===== src/rtl/pc_fetch_unit.sv =====
// Program-counter / next-PC stage ahead of the instruction ROM.
// Selects the next fetch address, stops on leaving the ROM window or a misaligned jr target, and counts retirements.
module pc_fetch_unit #(
    parameter logic [31:0] RESET_PC  = 32'h0000_0000,
    parameter int          ROM_WORDS = 16
) (
    input  logic        clk,
    input  logic        rst,
    input  logic        stall,
    input  logic        branch,
    input  logic        zero,
    input  logic        jump,
    input  logic        jump_reg,
    input  logic [15:0] imm16,
    input  logic [25:0] jtarget,
    input  logic [31:0] rs_val,
    output logic [31:0] pc,
    output logic [31:0] pc_plus4,
    output logic        redirect,
    output logic        halted,
    output logic        fault,
    output logic [31:0] retired_cnt
);

    typedef enum logic [1:0] {
        ST_RUN   = 2'd0,
        ST_HALT  = 2'd1,
        ST_FAULT = 2'd2
    } state_t;

    // One past the last legal byte address; 33 bits so the bound itself cannot wrap
    localparam logic [32:0] ROM_LIMIT = 33'(ROM_WORDS) * 33'd4;

    state_t      state_r;
    state_t      state_nxt_s;
    logic [31:0] pc_r;
    logic [31:0] pc_nxt_s;
    logic        redirect_r;
    logic        redirect_nxt_s;
    logic [31:0] cnt_r;
    logic [31:0] cnt_nxt_s;

    logic [31:0] seq_s;
    logic [31:0] btgt_s;
    logic [31:0] jtgt_s;
    logic [31:0] sel_s;
    logic        sel_nonseq_s;
    logic        sel_jr_s;

    assign seq_s  = pc_r + 32'd4;
    assign btgt_s = seq_s + {{14{imm16[15]}}, imm16, 2'b00};
    assign jtgt_s = {seq_s[31:28], jtarget, 2'b00};

    // Candidate selection: jr beats j beats taken beq beats sequential
    always_comb begin
        sel_s        = seq_s;
        sel_nonseq_s = 1'b0;
        sel_jr_s     = 1'b0;
        if (jump_reg) begin
            sel_s        = rs_val;
            sel_nonseq_s = 1'b1;
            sel_jr_s     = 1'b1;
        end else if (jump) begin
            sel_s        = jtgt_s;
            sel_nonseq_s = 1'b1;
        end else if (branch && zero) begin
            sel_s        = btgt_s;
            sel_nonseq_s = 1'b1;
        end else begin
            sel_s        = seq_s;
            sel_nonseq_s = 1'b0;
        end
    end

    // Next-state, next-PC, redirect and retirement counter update
    always_comb begin
        state_nxt_s    = state_r;
        pc_nxt_s       = pc_r;
        redirect_nxt_s = redirect_r;
        cnt_nxt_s      = cnt_r;
        case (state_r)
            ST_RUN: begin
                if (stall) begin
                    state_nxt_s = ST_RUN;
                end else if (sel_jr_s && (rs_val[1:0] != 2'b00)) begin
                    state_nxt_s    = ST_FAULT;
                    redirect_nxt_s = 1'b0;
                end else if ({1'b0, sel_s} >= ROM_LIMIT) begin
                    // The instruction that tried to leave the window still retires
                    state_nxt_s    = ST_HALT;
                    redirect_nxt_s = 1'b0;
                    cnt_nxt_s      = cnt_r + 32'd1;
                end else begin
                    pc_nxt_s       = sel_s;
                    redirect_nxt_s = sel_nonseq_s;
                    cnt_nxt_s      = cnt_r + 32'd1;
                end
            end
            ST_HALT: begin
                state_nxt_s    = ST_HALT;
                redirect_nxt_s = 1'b0;
            end
            ST_FAULT: begin
                state_nxt_s    = ST_FAULT;
                redirect_nxt_s = 1'b0;
            end
            default: begin
                // Unreachable encoding: park in FAULT so fetch stops visibly
                state_nxt_s    = ST_FAULT;
                redirect_nxt_s = 1'b0;
            end
        endcase
    end

    // State and datapath registers with synchronous reset
    always_ff @(posedge clk) begin
        if (rst) begin
            state_r    <= ST_RUN;
            pc_r       <= RESET_PC;
            redirect_r <= 1'b0;
            cnt_r      <= 32'd0;
        end else begin
            state_r    <= state_nxt_s;
            pc_r       <= pc_nxt_s;
            redirect_r <= redirect_nxt_s;
            cnt_r      <= cnt_nxt_s;
        end
    end

    assign pc          = pc_r;
    assign pc_plus4    = seq_s;
    assign redirect    = redirect_r;
    assign retired_cnt = cnt_r;
    assign halted      = (state_r == ST_HALT);
    assign fault       = (state_r == ST_FAULT);

endmodule


===== config.mk =====
export PLATFORM = sky130hd
export DESIGN_NAME = pc_fetch_unit
export DESIGN_NICKNAME = d
export VERILOG_FILES = /design/src/rtl/pc_fetch_unit.sv
export SDC_FILE = /design/constraint.sdc
export NUM_CORES = 1
export LEC_CHECK = 0
export CORE_AREA = 2 2 127 129
export CTS_CLUSTER_SIZE = 24
export DETAILED_ROUTE_END_ITERATION = 12
export DIE_AREA = 0 0 129 131
export GPL_TIMING_DRIVEN = 0
export PLACE_DENSITY_LB_ADDON = 0.05
export SYNTH_ARGS = -nofsm -noshare
export SYNTH_HDL_FRONTEND = slang
export SYNTH_SLANG_ARGS = --single-unit

===== constraint.sdc =====
create_clock -name clk -period 6.5 [get_ports clk]
set_input_delay 0.65 -clock clk [delete_from_list [all_inputs] [get_ports clk]]
set_output_delay 0.65 -clock clk [all_outputs]
set_load 0.05 [all_outputs]

# Word-level counts from Yosys, hierarchy flattened
# Cells that the tools add are included.
# word_totals
reg_bits	67
latch_bits	0
ramBits	0
rom_bits	0
output_inout_bits	99
n_memories	0
# op_classes
add_sub_neg	3
multipliers	0
div_mod_pow	0
n_lt_le_gt_ge	1
n_eq_ne	3
shift	0
muxes	13
bitwise	4
reduce_logical	7
# op_table
cell	count
$mux 32	3
$add 32x1->32 const B	1
$add 32x3->32 const B	1
$add 32x32->32	1
$ge 32x7->1 const B	1
$mux 1	6
$mux 2	3
$ne 4x4->1 const B	1
$not 1->1	4
$pmux 2 s2	1
$reduce_and 4->1	1
$reduce_and 3->1	1
$eq 2x1->1 const B	1
$eq 2x2->1 const B	1
$logic_and 1x1->1	2
$logic_not 2->1	1
$reduce_bool 2->1	1
$reduce_or 2->1	1

# Logic depth before layout (Yosys ltp)
# depth
depth_word	10
ltp_mapped	19
depth_no_buf	16

# Worst setup path after synthesis
# Ideal clock, no wire load.
# synth_timing
kind	register -> register
startpoint	register pc_r[2] (netlist: pc[2])
endpoint	register pc_r[4] (netlist: pc[4])
setup_time_ps	67
arrival_ps	6005
required_ps	6433
slack_ps	428
stages_incl_launch_ff	18
synth_period_minus_slack_ps	6072
path_cell_list	dfxtp_1 > ha_1 > nand3_2 > or4_4 > or4_1 > xnor2_1 > ha_1 > clkbuf_1 > nand4_1 > nor3_1 > a32oi_1 > o2111ai_1 > or3_1 > a2111oi_0 > nand4_1 > or3_1 > or4_4 > o21ai_2
# synth_via
elab_chain_len	8
# synth_lines
element	line	text
start, declared	36	logic [31:0] pc_r;
start signal, assigned	124	pc_r <= pc_nxt_s;
$add 32x3->32 (*)	50	assign seq_s = pc_r + 32'd4;
named net pc_plus4[26]	18	output logic [31:0] pc_plus4,
$add 32x32->32	51	assign btgt_s = seq_s + {{14{imm16[15]}}, imm16, 2'b00};
$mux 32 (*)	66	end else if (branch && zero) begin
$mux 32 (*)	63	end else if (jump) begin
$mux 32 (*)	59	if (jump_reg) begin
$ge 32x7->1 (*)	88	end else if ({1'b0, sel_s} >= ROM_LIMIT) begin
$not 1->1 (no source line) (*)	--	
$reduce_and 4->1 (no source line) (*)	--	
# Mark *: on every way through the listed nets, which the timed path passes. The rest lies on a longest branch.
# A chain may end at the register's enable or synchronous reset.

# Worst setup path after layout
# layout_timing
startpoint	register pc_r[2] (netlist: pc[2])
endpoint	register pc_r[29] (netlist: pc[29])
# layout_via
elab_chain_len	8
# layout_lines
element	line
$add 32x3->32 (*)	50
$add 32x32->32	51
$mux 32	66
$mux 32 (*)	63
$mux 32 (*)	59
$ge 32x7->1	88
$not 1->1 (no source line)	--
$reduce_and 4->1 (no source line)	--
# Mark *: on every way between the ends. The rest lies on a longest branch, timed or not.

==> metrics.cfg <==
[clock_tree]
hold_buffers = 0
tritoncts = built
cts-root-buf = clkbuf_16
cts_buffers = 9
path_clk_slew_ps = 50
post-cts-setup-buffer-count = 0
clk_path_buf_depth = 2
cts_sinks = 67
cts.htree.levels = 3
cts_resized = 1
clk_latency_ps = 320

[worst_setup_path]
critPathLaunchType = flip-flop
rr_worst_depth = 18
crit_end = pc[29]$_SDFFE_PP0P_
setup.worst_path.start = pc[2]$_SDFFE_PP0P_
crit_required_ps = 6710
worstPathMaxFanout = 10
cp.arrival_ps = 6440
r2r_start = pc[2]$_SDFFE_PP0P_
rr_endpoint = pc[29]$_SDFFE_PP0P_
r2r_slack_ps = 270
crit_path_end_kind = flip-flop
crit_type = reg -> reg

[detailed_routing]
avgViaCountPerCell = 5.82
drtIter0Drc = 586
vias = 7169
dr.pass1.iters = 6
ant_nets = 0
avgRoutedWirePerCell_um = 19.5
drc_errors = 0
finalWirelength_mm = 24.0

[place]
gp_congestion = 0.968
port_buffers = 178
dp_hpwl_mm = 19.6
numPlacedInstances = 1217

[sta]
min_period_ps = 6230
relSlewSlack = 0.454
max_slew.worst_pin.slew_ps = 812
hold_violations = 0
hold_slack_ps = 465
slew_viol_final = 0
setup_violations = 0
fin_crit_sh = 0.958
skew_ps = 8.22
fmax_ghz = 0.161
rsz0062_at_grt = false

[die]
die_area_mm2 = 0.0169
start_util = 0.392
num_rows = 46
fp.dieW_um = 129
io_pins = 180
core-area_mm2 = 0.0156
chipHeight_um = 131

[cells_and_area]
instances_no_fill = 1231
nFillCells = 1526
drive_above_1_share = 0.0443
nets = 1128
antennaDiodeCount = 0
area_growth_syn_to_layout_pct = 38.1

[flow_run]
maxCapViolCount = 0

[power]
power_uw = 1050
leakage_uw = 0.00307
irDropWorstVdd_v = 0.000156
powerDensity_mw_per_mm2 = 124

[grt]
gr-total-overflow = 0
grt_pass1_vias = 6462
grt_max_degree = 21
antenna_found_initial = 0
grt_pass1_wl_mm = 36.2
grt.total_usage = 0.279

[min_path]
min_path_type = reg -> reg

[synthesis]
async_reset_ff_frac = 0
synth_warnings = 0
synth_flop_cell = dfxtp_1
synth_commonest_cells = nor2_1 (88), dfxtp_1 (67), nand2_1 (65), a21oi_1 (60)
avgSynthCellArea_um2 = 7.43
synth_cell_type_count = 79
seq_area_frac_synth = 0.219
synth_edf_count = 0
synth_top_area_frac = 0.219
syn_nets = 939
synth_area_leaders = dfxtp_1 (22%), ha_1 (7.0%), nor2_1 (5.4%)
yosysMostFrequentCell = nor2_1
yosysTopAreaCell = dfxtp_1
synth_area_mm2 = 0.00612
synth_seq_cells = 67
netlist_instances = 823

[run_status]
status = complete, no violations

==> routing by layer <==
metal / GRT usage / vias to the layer above / wire length [um]
li1: - / 3445 / -
met1: 0.407 / 3333 / 11100
met2: 0.414 / 349 / 10100
met3: 0.0578 / 42 / 2110
met4: 0.0799 / 0 / 682
met5: 0 / - / 0
==> critical path: stages (launching register included) <==
cell and delay [ps]:
dfxtp_1 490, ha_1 260, nand3_2 190, or4_4 630, or4_1 610, xnor2_1 310
ha_1 290, clkbuf_1 210, a21oi_1 240, o21ai_0 220, a22oi_1 250, o211ai_1 150
or4_1 490, nor4_1 340, nand4_1 180, nor3_2 510, a21oi_1 250, clkbuf_1 280
and2_1 210
==> registers in the layout, indices dropped and copies added, names as in the netlist <==
name,flops
pc,32
redirect,1
retired_cnt,32
state_r,2
==> power by group <==
part           switching [uW]  total (uW)  internal, uW  leakage, uW
Clock                     162         436           274     0.000131
Sequential               2.23         415           413     0.000540
Combinational             111         200          89.0      0.00240
==> final cells by class <==
class                   instances  area, um2  share of cell area
multi-input cells             698       4560               0.540
plain buffers                  39        156              0.0185
well taps                     216        270              0.0320
clock buffers                  12        256              0.0304
clock inverters                 2       12.5             0.00148
repair buffers                178       1780               0.211
inverters                      19       71.3             0.00844
flip-flops and latches         67       1340               0.159
==> logic make-up (layout without fill, tap and decap cells) <==
kind of cell | after synthesis | in the layout | share of synthesized area
buffers and inverters | 58 | 250 | 0.0372
AOI/OAI and AO/OA | 192 | 192 | 0.210
and+or+nand+nor | 397 | 397 | 0.350
adders and majority gates | 35 | 35 | 0.0728
DFF | 67 | 67 | 0.219
xor gates and xnor gates | 64 | 64 | 0.0929
muxes | 10 | 10 | 0.0172
==> worst min path at each step <==
stage / start / to / cells after the start
global route: redirect$_SDFFE_PP0N_ / redirect$_SDFFE_PP0N_ / 2
detailed placement: redirect$_SDFFE_PP0N_ / redirect$_SDFFE_PP0N_ / 2
finish: redirect$_SDFFE_PP0N_ / redirect$_SDFFE_PP0N_ / 2
floorplan: state_r[1]$_SDFFE_PP0P_ / state_r[0]$_SDFFE_PP0P_ / 1
CTS: redirect$_SDFFE_PP0N_ / redirect$_SDFFE_PP0N_ / 2
global placement: redirect$_SDFFE_PP0N_ / redirect$_SDFFE_PP0N_ / 2
==> per-stage QoR <==
step | TNS (ps) | worst slack (ps) | cell area [um2] | utilization
6_report | 0 | 273 | 8450 | 0.542
4_1_cts | 0 | 86.8 | 8440 | 0.541
3_5_place_dp | -1340 | -98.2 | 8170 | 0.524
3_3_place_gp | -629 | -50.1 | 8170 | 0.524
2_1_floorplan | 0 | 428 | 6120 | -
5_1_grt | 0 | 38.7 | 8450 | 0.542
==> cells in the final DEF (no fill, tap or decap), types with 19 or more instances in the layout <==
cell type,netlist,routed
and2_1,30,30
dfxtp_1,67,67
nand4_1,28,28
nor4_1,22,21
nor3_1,37,36
a21oi_1,60,60
inv_1,19,19
ha_1,34,34
xnor2_1,30,30
xor2_1,33,33
nor2_1,88,88
nand2_1,65,65
clkbuf_1,34,35
o21ai_0,34,34
clkdlybuf4s50_1,0,178
nand3_1,37,37
(Power assumes the default switching activity.)
